<file path="src/rtl/ps2_host_tx.sv">
// ps2_host_tx - PS/2 host-to-device command transmitter.
//
// Sends one byte to the keyboard using the device-clocked host-to-device
// frame: the host inhibits the bus, issues request-to-send by pulling data low,
// and then releases the clock. After that the device clocks out
// start/8 data (LSB first)/odd parity/stop. The host then samples the device ACK.
//
// Optional build macro: PS2_TX_TIMEOUT_EN enables a watchdog on the spacing
// of device clock falling edges. The watchdog is active during the transfer,
// ACK and wait-for-idle phases.
//
// Ports:
//   clk          system clock, rising edge
//   clr          synchronous reset, active-high
//   ps2_clk_in   PS/2 clock pad level (asynchronous)
//   ps2_data_in  PS/2 data pad level (asynchronous)
//   ps2_clk_oe   1 = pull PS/2 clock low
//   ps2_data_oe  1 = pull PS/2 data low
//   tx_data      command byte
//   tx_valid     send request, taken when tx_ready is high
//   tx_ready     high only while idle
//   done         one-cycle end-of-transfer pulse
//   err          valid with done: 1 = NACK or timeout
module ps2_host_tx #(
    parameter int INHIBIT_CYCLES = 5000,
    parameter int TIMEOUT_CYCLES = 1000000,
    parameter int CNT_W          = 20
) (
    input  logic       clk,
    input  logic       clr,
    input  logic       ps2_clk_in,
    input  logic       ps2_data_in,
    output logic       ps2_clk_oe,
    output logic       ps2_data_oe,
    input  logic [7:0] tx_data,
    input  logic       tx_valid,
    output logic       tx_ready,
    output logic       done,
    output logic       err
);

    typedef enum logic [2:0] {
        IDLE, INHIBIT, RTS, XFER, ACK, WAIT_IDLE
    } state_t;

    state_t           state, state_n;
    logic [2:0]       clk_sync;
    logic [1:0]       data_sync;
    logic             fall;
    logic [9:0]       shift, shift_n;
    logic [3:0]       bit_cnt, bit_cnt_n;
    logic [CNT_W-1:0] cnt, cnt_n;
    logic             nack, nack_n;
    logic             clk_oe_n, data_oe_n, done_n, err_n;

    // The oldest two synchronizer taps are used for edge detection.
    // This keeps the first, possibly metastable flop out of the decision.
    assign fall     = clk_sync[2] & ~clk_sync[1];
    assign tx_ready = (state == IDLE);

    always_ff @(posedge clk) begin
        if (clr) begin
            state       <= IDLE;
            clk_sync    <= 3'b111;  // idle bus level, so reset causes no false fall
            data_sync   <= 2'b11;
            shift       <= '0;
            bit_cnt     <= '0;
            cnt         <= '0;
            nack        <= 1'b0;
            ps2_clk_oe  <= 1'b0;
            ps2_data_oe <= 1'b0;
            done        <= 1'b0;
            err         <= 1'b0;
        end else begin
            state       <= state_n;
            clk_sync    <= {clk_sync[1:0], ps2_clk_in};
            data_sync   <= {data_sync[0], ps2_data_in};
            shift       <= shift_n;
            bit_cnt     <= bit_cnt_n;
            cnt         <= cnt_n;
            nack        <= nack_n;
            ps2_clk_oe  <= clk_oe_n;
            ps2_data_oe <= data_oe_n;
            done        <= done_n;
            err         <= err_n;
        end
    end

    // Pad enables are computed here and registered above.
    // This keeps them glitch-free and aligned with the state they belong to.
    always_comb begin
        state_n   = state;
        shift_n   = shift;
        bit_cnt_n = bit_cnt;
        cnt_n     = cnt;
        nack_n    = nack;
        clk_oe_n  = 1'b0;
        data_oe_n = ps2_data_oe;
        done_n    = 1'b0;
        err_n     = 1'b0;

        case (state)
            IDLE: begin
                data_oe_n = 1'b0;
                if (tx_valid) begin
                    shift_n  = {1'b1, ~^tx_data, tx_data};
                    cnt_n    = '0;
                    clk_oe_n = 1'b1;
                    state_n  = INHIBIT;
                end
            end
            INHIBIT: begin
                clk_oe_n  = 1'b1;
                data_oe_n = 1'b0;
                cnt_n     = cnt + 1'b1;
                if (cnt == CNT_W'(INHIBIT_CYCLES - 1)) begin
                    data_oe_n = 1'b1;       // start bit asserted under inhibit = RTS
                    state_n   = RTS;
                end
            end
            RTS: begin
                data_oe_n = 1'b1;
                bit_cnt_n = '0;
                cnt_n     = '0;
                state_n   = XFER;
            end
            XFER: begin
                // Data is updated right after a device fall.
                // The device samples it on the following rising edge.
                if (fall) begin
                    data_oe_n = ~shift[0];
                    shift_n   = {1'b0, shift[9:1]};
                    bit_cnt_n = bit_cnt + 1'b1;
                    if (bit_cnt == 4'd9)
                        state_n = ACK;
                end
            end
            ACK: begin
                if (fall) begin
                    nack_n  = data_sync[1];
                    state_n = WAIT_IDLE;
                end
            end
            WAIT_IDLE: begin
                data_oe_n = 1'b0;
                if (clk_sync[1] && data_sync[1]) begin
                    done_n  = 1'b1;
                    err_n   = nack;
                    state_n = IDLE;
                end
            end
            default: begin
                data_oe_n = 1'b0;
                state_n   = IDLE;
            end
        endcase

`ifdef PS2_TX_TIMEOUT_EN
        // The watchdog counts cycles since the last device fall.
        // It overrides the normal path when the device goes silent.
        if (state == XFER || state == ACK || state == WAIT_IDLE) begin
            if (fall) begin
                cnt_n = '0;
            end else if (cnt == CNT_W'(TIMEOUT_CYCLES - 1)) begin
                clk_oe_n  = 1'b0;
                data_oe_n = 1'b0;
                done_n    = 1'b1;
                err_n     = 1'b1;
                state_n   = IDLE;
            end else begin
                cnt_n = cnt + 1'b1;
            end
        end
`endif
    end

endmodule

</file>
<file path="config.mk">
export PLATFORM = sky130hd
export DESIGN_NAME = ps2_host_tx
export DESIGN_NICKNAME = d
export VERILOG_FILES = /design/src/rtl/ps2_host_tx.sv
export SDC_FILE = /design/constraint.sdc
export NUM_CORES = 1
export LEC_CHECK = 0
export BUFFER_PORTS_ARGS = -buffer_cell sky130_fd_sc_hd__buf_2
export CORE_ASPECT_RATIO = 1.4
export CORE_MARGIN = 2
export CORE_UTILIZATION = 41
export DETAILED_ROUTE_END_ITERATION = 12
export SLEW_MARGIN = 20
export SYNTH_ARGS = -nofsm -noshare
export SYNTH_HDL_FRONTEND = slang
export SYNTH_SLANG_ARGS = --single-unit
</file>
<file path="constraint.sdc">
create_clock -name clk -period 3.95 [get_ports clk]
set_clock_uncertainty 0.2 [all_clocks]
set_input_delay 0.395 -clock clk [delete_from_list [all_inputs] [get_ports clk]]
set_output_delay 0.395 -clock clk [all_outputs]
set_load 0.01 [all_outputs]
</file>
==> reports/metrics.yaml, run 1 <==
min_path:
  hold_path_class: "in2reg"
clock_network:
  tritoncts: "yes"
  hold_buffers: 0
  cts_max_level: 2
  clkSinkCount: 47
  post_cts_resized: 0
  cts_buffer_depth: 2
  cts_made_buffers: 5
  post-cts-setup-buffers: 0
  cts.root.buffer_cell: "clkbuf_8"
  path_clk_slew_ps: 90
  clock_latency_ps: 300
logic_synthesis:
  syn-instance-count: 269
  synth_ff_type: "dfxtp_1"
  ys_seq_area_share_pct: 40.0
  async_flop_share_pct: 0
  synth_cell_types: 45
  synth-edff-count: 0
  netlist_area_um2: 2350
  synth_nets: 285
  synth_seq_cells: 47
  ys_warn_count: 0
  avgSynthCellArea_um2: 8.75
layout:
  multi_input_area_um2: 1310
  syn2layout_area_growth_pct: 7.92
  fill_cells: 563
  nets: 292
  drive_gt1_share_pct: 12.6
  antenna_cells: 0
  final_cells: 345
  seq_area_um2: 941
detailed_routing:
  num_vias: 1929
  drc_errors: 0
  drtPass1Iterations: 4
  routed_wl_um: 4710
  drt_first_iter_violations: 84
  routedWlPerCell_um: 13.7
  ant_nets: 0
  via_per_inst: 5.59
critical_path:
  crit_buf_inv: 0
  end_kind: "flip-flop"
  crit_type: "reg2reg"
  critPathRequiredTime_ps: 3980
  cpLargestDelayFamily: "simple AND/OR/NAND/NOR gates"
  critPathMaxFanout: 22
  critPathLaunchType: "flip-flop"
  worstPathArrival_ps: 2480
  cp_slowest_cell: "dfxtp_1"
  cp_cell_sequence: "or3_1, nand4_4, or4_1, a21oi_1"
  cp_slowest_stage_delay_ps: 790
sta:
  relSlewSlack_pct: 50.3
  setup_tns_ps: 0
  hold_violations: 0
  tightest_slew_ps: 746
  rsz0062_at_grt: "no"
  slew_violations: 0
  fmax_mhz: 408
  setup_viol: 0
  finalCritPeriodShare_pct: 62.1
  period_needed_ps: 2450
die:
  die_w_um: 68.1
  rows: 32
  core_um2: 5530
  die_area_um2: 6370
  initial_core_util_pct: 42.6
  io_pins: 18
  dieHeight_um: 93.7
run_status:
  status: "completed"
power_and_ir_drop:
  power.leakage_uw: 0.000861
  ir_drop_uv: 204
  power_density_nw_per_um2: 358
place:
  gp_congestion: 0.752
  hpwl_um: 3330
  port_buffers: 17
  placed_cells: 337
global_route:
  grt_usage_pct: 16.4
  globalRouteOverflowTotal: 0
  antenna_found_initial: 0
  grt_max_degree: 31
  grt_pass1_wl_um: 7950
  grt_pass1_vias: 1793
run:
  maxCapViolCount: 0
==> registers in the layout, summed over array words and instances (netlist names) <==
register / count
bit_cnt: 4
clk_sync: 3
cnt: 20
data_sync: 2
done: 1
err: 1
nack: 1
ps2_clk_oe: 1
ps2_data_oe: 1
shift: 10
state: 3
==> through the flow <==
stage	utilization, %	cell area, um^2	hold slack (ps)	worst slack (ps)	total power, uW
floorplan	-	2350	189	2150	578
global placement	44.1	2440	193	1600	596
detailed placement	44.1	2440	196	1530	597
CTS	46.0	2540	54.2	1500	926
global route	46.0	2540	61.9	1350	955
finish	46.0	2540	69.6	1500	909
==> cells in the final DEF, fill, tap and decap left out, types with 3 or more instances in the layout <==
master and count:
nor2_1 25, a21oi_1 18, or2_2 5, nand4_1 6, nor3_1 6, inv_1 5, or3_1 6, and3_1 5
or4_1 7, nand2b_1 6, o21ai_0 11, buf_2 17, ha_1 3, mux2i_1 10, nor2b_1 3, a22oi_1 3
nand2_1 14, and4_1 3, xnor2_1 8, nand3_1 12, dfxtp_1 47, clkbuf_8 7, o31ai_1 7, xor2_1 7
a211oi_1 12
==> synth_stat cells (all sizes together) (6+ instances only) <==
master,instances,area (um^2)
nand2,14,52.6
mux2i,10,100
xor2,7,61.3
xnor2,8,70.1
clkbuf,9,33.8
o21ai,11,55.1
nand4,7,58.8
dfxtp,47,941
buf,8,53.8
a21oi,20,123
nor3,6,30.0
or4,7,52.6
a211oi,12,90.1
nor2,25,93.8
or3,6,37.5
o31ai,7,52.6
nand2b,6,37.5
nand3,12,60.1
==> cells by family (layout without fill, tap and decap cells) <==
family / after synthesis / count (layout) / share of synthesized area (%)
simple gates: 109 / 109 / 25.9
flops: 47 / 47 / 40.0
xor+xnor: 15 / 15 / 5.58
compound gates: 62 / 62 / 17.7
fa+ha+maj: 3 / 3 / 1.59
mux: 11 / 11 / 4.73
buf+inv: 22 / 30 / 4.52
==> power by group <==
group / total [uW] / internal (uW) / leakage (uW) / switching (uW)
clock network: 325 / 159 / 0.0000505 / 165
registers: 504 / 490 / 0.000383 / 14.6
logic: 79.8 / 36.2 / 0.000428 / 43.6
==> path summary, 6_finish.rpt <==
kind / startpoint / endpoint / slack (ps) / cells past startpoint
max reg2reg: state[1] / cnt[19] / 1500 / 4
min reg2reg: data_sync[0] / data_sync[1] / 210 / 1
min: ps2_data_in / data_sync[0] / 70 / 2
max: state[1] / cnt[19] / 1500 / 4
==> final cells by class <==
class                      instances  area share [%]
clock inverter                     1           0.295
sequential                        47            37.0
clock buffer                       7            3.79
tap                               68            3.35
timing repair buffer              17            3.35
inverter                           5           0.739
multi-input combinational        200            51.5
==> routing by layer <==
layer | global-route usage, % | share of wire [%] | up-vias | routed length (um)
met5 | 0 | 0 | - | 0
met4 | 7.83 | 2.5 | 0 | 120
met3 | 3.36 | 2.0 | 13 | 96
met2 | 28.5 | 52 | 27 | 2450
met1 | 18.5 | 43 | 897 | 2050
li1 | - | - | 992 | -
Power figures use the tool's default switching activity.
==> inputs of run 2 (changes only) <==
==> constraint.sdc (replaced) <==
create_clock -name clk -period 2.13 [get_ports clk]
set_clock_uncertainty 0.2 [all_clocks]
set_input_delay 0.213 -clock clk [delete_from_list [all_inputs] [get_ports clk]]
set_output_delay 0.213 -clock clk [all_outputs]
set_load 0.01 [all_outputs]
==> run 2 against run 1 <==
Net effect: via count up 2.9%; wire length rose by 2.3%; fmax up 25%; worst hold slack got worse by 59 ps; worst setup slack worse by 1300 ps; die area is the same; combinational power increased by 120%; clock power rose by 63%; critical path depth unchanged.
==> reports/metrics.yaml, run 2 (synthesized netlist as in run 1, its figures left out) <==
run_status:
  status: "completed"  # unchanged
die:
  die_area_um2: 6370  # unchanged
  initial_core_util_pct: 42.6  # unchanged
  die_w_um: 68.1  # unchanged
  io_pins: 18  # unchanged
  rows: 32  # unchanged
  core_um2: 5530  # unchanged
  dieHeight_um: 93.7  # unchanged
sta:
  period_needed_ps: 1950  # was 2450 ps
  fmax_mhz: 512  # was 408 MHz
  finalCritPeriodShare_pct: 91.7  # was 62.1%
  hold_violations: 0  # unchanged
  timing.hold.ws_ps: 10.9  # was 69.6 ps
  setup_tns_ps: 0  # unchanged
  setup_viol: 0  # unchanged
  slew_violations: 0  # unchanged
  rsz0062_at_grt: "no"  # unchanged
  tightest_slew_ps: 438  # was 746 ps
  relSlewSlack_pct: 70.8  # was 50.3%
global_route:
  grt_pass1_vias: 1871  # was 1793
  globalRouteOverflowTotal: 0  # unchanged
  grt_pass1_wl_um: 8220  # was 7950 um
  grt_max_degree: 23  # was 31
  antenna_found_initial: 0  # unchanged
  grt_usage_pct: 16.7  # was 16.4%
detailed_routing:
  drc_errors: 0  # unchanged
  routed_wl_um: 4820  # was 4710 um
  via_per_inst: 5.53  # was 5.59
  routedWlPerCell_um: 13.4  # was 13.7 um
  ant_nets: 0  # unchanged
  drtPass1Iterations: 4  # unchanged
  num_vias: 1985  # was 1929
  drt_first_iter_violations: 92  # was 84
layout:
  final_common_cell: "dfxtp_1"  # unchanged
  antenna_cells: 0  # unchanged
  fill_cells: 559  # was 563
  regMostFlops: "cnt"  # unchanged
  syn2layout_area_growth_pct: 12.0  # was 7.92%
  drive_gt1_share_pct: 16.2  # was 12.6%
  nets: 306  # was 292
  largest_reg_flops: 20  # unchanged
  final_cell_mix: "dfxtp_1, nor2_1, a21oi_1, buf_2, nand2_1"  # unchanged
  largestRegisters: "cnt (20), shift (10), bit_cnt (4)"  # unchanged
  fin_util_pct: 47.7  # was 46.0%
power_and_ir_drop:
  power_uw: 1630  # was 909 uW
  power_density_nw_per_um2: 620  # was 358 nW/um^2
  power.leakage_uw: 0.000922  # was 0.000861 uW
  ir_drop_uv: 372  # was 204 uV
clock_network:
  post-cts-setup-buffers: 0  # unchanged
  cts.root.buffer_cell: "clkbuf_8"  # unchanged
  clock_latency_ps: 290  # was 300 ps
  path_clk_slew_ps: 90  # about the same
  cts_buffer_depth: 2  # unchanged
  cts_made_buffers: 5  # unchanged
  tritoncts: "yes"  # unchanged
  clkSinkCount: 47  # unchanged
  cts_max_level: 2  # unchanged
place:
  hpwl_um: 3450  # was 3330 um
  port_buffers: 17  # unchanged
  gp_congestion: 0.771  # was 0.752
critical_path:
  critPathLaunchType: "flip-flop"  # unchanged
  worstPathArrival_ps: 1980  # was 2480 ps
  crit_type: "reg2reg"  # unchanged
  end_kind: "flip-flop"  # unchanged
  critPathRequiredTime_ps: 2160  # was 3980 ps
  critPathMaxFanout: 22  # unchanged
min_path:
  hold_path_class: "in2reg"  # unchanged
run:
  maxCapViolCount: 0  # unchanged
==> run 2: cell count changes in the layout (fill, tap and decap cells not counted) <==
cell / before / now
buf_4: 0 / 12
or3_4: 0 / 1
dlygate4sd3_1: 0 / 2
or3_1: 6 / 5
clkinv_2: 0 / 1
clkbuf_8: 7 / 5
clkbuf_1: 0 / 1
==> run 2: final timing paths <==
kind,from,end,slack [ps],depth (start not counted)
worst max-delay path,state[0],cnt[19],180,4
worst min-delay path,tx_valid,ps2_clk_oe,10,2
worst max register to register,state[0],cnt[19],180,4
worst min register to register,data_sync[0],data_sync[1],220,1
==> run 2: per-layer routing <==
metal,up-vias,wire [um],GRT usage [%]
met5,-,0,0
met4,0,52,5.83
met3,5,108,3.36
met2,22,2590,29.0
met1,936,2070,19.7
li1,1022,-,-
==> run 2: through the flow <==
step                      std cells  instance area (um^2)  setup slack (ps)
final                           359                  2640               176
after global routing            359                  2640              4.62
after CTS                       359                  2630              33.9
after detailed placement        349                  2530              52.6
after global placement          349                  2530               119
after floorplan                 269                  2350               332
==> run 2: report_power, final <==
| group | internal, uW | switching (uW) |
|---|---|---|
| registers | 909 | 20.4 |
| logic | 82.8 | 92.9 |
| clock network | 230 | 300 |
==> run 2: timing repair <==
action                                  CTS  global route
endpoints found under the setup margin    0             8
hold endpoints to repair                  2             0
resized for setup                         0             1
hold buffers                              2             0
==> run 2: final cells by class <==
class | instances | area, um^2 | share of cell area (%)
Clock buffer | 6 | 72.6 | 2.75
Inverter | 5 | 18.8 | 0.712
Timing Repair Buffer | 31 | 195 | 7.40
Sequential cell | 47 | 941 | 35.7
Tap cell | 68 | 85.1 | 3.23
Multi-Input combinational cell | 200 | 1310 | 49.8
Clock inverter | 2 | 12.5 | 0.474
==> run 2: worst max-delay path: stages (launching register included) <==
cell and delay (ps):
dfxtp_1 470, or3_4 230, nand4_4 260, or4_1 570
a21oi_1 150
==> inputs of run 3 (changes only) <==
--- a/config.mk
+++ b/config.mk
@@ -10,6 +10,7 @@
 export CORE_MARGIN = 2
 export CORE_UTILIZATION = 41
 export DETAILED_ROUTE_END_ITERATION = 12
+export MAX_ROUTING_LAYER = met4
 export SLEW_MARGIN = 20
 export SYNTH_ARGS = -nofsm -noshare
 export SYNTH_HDL_FRONTEND = slang
==> run 3 against run 2 <==
Net effect: die area is the same; total power barely moved; first-iteration DRC count rose by 6.5%; worst setup slack got worse by 10 ps; final area stayed put; worst hold slack gained 1.7 ps; via count decreased by 0.10%; sequential power is essentially flat; core utilization stayed put; wire length is 0.62% higher; flip-flop and latch count unchanged; largest cell class unchanged; largest power group unchanged.
==> reports/metrics.yaml, run 3 (synthesized netlist as in run 1, its figures left out) <==
layout:
  fill_cells: 559  # unchanged
  nets: 306  # unchanged
  final_cell_mix: "dfxtp_1, nor2_1, a21oi_1, buf_2, nand2_1"  # unchanged
  largest_reg_flops: 20  # unchanged
  regMostFlops: "cnt"  # unchanged
  antenna_cells: 0  # unchanged
  fin_util_pct: 47.7  # unchanged
  final_area_um2: 2640  # unchanged
  final_common_cell: "dfxtp_1"  # unchanged
  largestRegisters: "cnt (20), shift (10), bit_cnt (4)"  # unchanged
  syn2layout_area_growth_pct: 12.0  # unchanged
  drive_gt1_share_pct: 16.2  # unchanged
global_route:
  grt_max_degree: 23  # unchanged
  antenna_found_initial: 0  # unchanged
  globalRouteOverflowTotal: 0  # unchanged
  grt_pass1_vias: 1874  # was 1871
  grt_pass1_wl_um: 8200  # was 8220 um
  grt_usage_pct: 17.1  # was 16.7%
critical_path:
  critPathMaxFanout: 22  # unchanged
  critPathRequiredTime_ps: 2160  # about the same
  worstPathArrival_ps: 1990  # was 1980 ps
  crit_type: "reg2reg"  # unchanged
  end_kind: "flip-flop"  # unchanged
  critPathLaunchType: "flip-flop"  # unchanged
min_path:
  hold_path_class: "in2reg"  # unchanged
sta:
  timing.hold.ws_ps: 12.7  # was 10.9 ps
  tightest_slew_ps: 437  # was 438 ps
  setup_tns_ps: 0  # unchanged
  setup_viol: 0  # unchanged
  hold_violations: 0  # unchanged
  fmax_mhz: 509  # was 512 MHz
  finalCritPeriodShare_pct: 92.2  # was 91.7%
  period_needed_ps: 1960  # was 1950 ps
  rsz0062_at_grt: "no"  # unchanged
  slew_violations: 0  # unchanged
  relSlewSlack_pct: 70.8  # about the same
detailed_routing:
  routedWlPerCell_um: 13.5  # was 13.4 um
  num_vias: 1983  # was 1985
  routed_wl_um: 4850  # was 4820 um
  drt_first_iter_violations: 98  # was 92
  drc_errors: 0  # unchanged
  ant_nets: 0  # unchanged
  via_per_inst: 5.52  # was 5.53
  drtPass1Iterations: 4  # unchanged
power_and_ir_drop:
  p_switching_uw: 414  # was 413 uW
  power_density_nw_per_um2: 620  # about the same
  internal-power_uw: 1220  # about the same
  power.leakage_uw: 0.000922  # unchanged
  ir_drop_uv: 374  # was 372 uV
  power_uw: 1640  # was 1630 uW
  switching_share_pct: 25.3  # about the same
  power_frac_comb_pct: 10.8  # was 10.7%
  pwr-share-seq_pct: 56.8  # about the same
  clockPowerShare_pct: 32.4  # about the same
die:
  die_area_um2: 6370  # unchanged
  die_w_um: 68.1  # unchanged
  dieHeight_um: 93.7  # unchanged
  core_um2: 5530  # unchanged
  initial_core_util_pct: 42.6  # unchanged
  io_pins: 18  # unchanged
  rows: 32  # unchanged
run:
  maxCapViolCount: 0  # unchanged
clock_network:
  tritoncts: "yes"  # unchanged
  cts_buffer_depth: 2  # unchanged
  clkSinkCount: 47  # unchanged
  path_clk_slew_ps: 90  # about the same
  cts_made_buffers: 5  # unchanged
  cts.root.buffer_cell: "clkbuf_8"  # unchanged
  clock_latency_ps: 300  # was 290 ps
  cts_max_level: 2  # unchanged
  post-cts-setup-buffers: 0  # unchanged
run_status:
  status: "completed"  # unchanged
place:
  port_buffers: 17  # unchanged
  hpwl_um: 3450  # unchanged
  post_dp_cell_area_um2: 2530  # unchanged
  gp_congestion: 0.782  # was 0.771
[run 3: cell counts in the layout (fill, tap and decap cells not counted)]
No cell type changed its count.
[run 3: critical path, cell delays in order (launching register included)]
cell	delay, ps
dfxtp_1	480
or3_4	240
nand4_4	260
or4_1	570
a21oi_1	150
[run 3: power by group through the flow]
| stage | logic (uW) | registers [uW] | clock network [uW] |
|---|---|---|---|
| final | 176 | 929 | 531 |
| after global routing | 201 | 934 | 570 |
| after CTS | 177 | 929 | 548 |
| after detailed placement | 173 | 950 | 0 |
| after global placement | 172 | 949 | 0 |
| after floorplan | 129 | 942 | 0 |
[run 3: final cells by class]
class	count	area, um^2	share of cell area, %
Multi-Input combinational cell	200	1310	49.8
Sequential cell	47	941	35.7
Timing Repair Buffer	31	195	7.40
Tap cell	68	85.1	3.23
Clock buffer	6	72.6	2.75
Inverter	5	18.8	0.712
Clock inverter	2	12.5	0.474
[run 3: worst paths after layout]
check                    start      endpoint  slack, ps  cells after the start
hold / removal        tx_valid    ps2_clk_oe         10                      2
setup / recovery      state[0]       cnt[19]        170                      4
setup reg to reg      state[0]       cnt[19]        170                      4
hold reg to reg   data_sync[0]  data_sync[1]        220                      1
[run 3: timing repair]
| action | CTS | global route |
|---|---|---|
| endpoints found under the setup margin | 0 | 8 |
| resized for setup | 0 | 1 |
| hold buffers | 2 | 0 |
| endpoints found under the hold margin | 2 | 0 |
[run 3: stage by stage]
stage               setup slack [ps]  instances
global route                    4.62        359
finish                           166        359
detailed placement              52.6        349
global placement                 119        349
floorplan                        332        269
CTS                             33.9        359
[run 3: metal layers]
metal	GRT usage [%]	wire [um]
met3	3.36	117
met2	29.0	2610
met1	19.7	2080
met4	5.83	50
met5	-	0
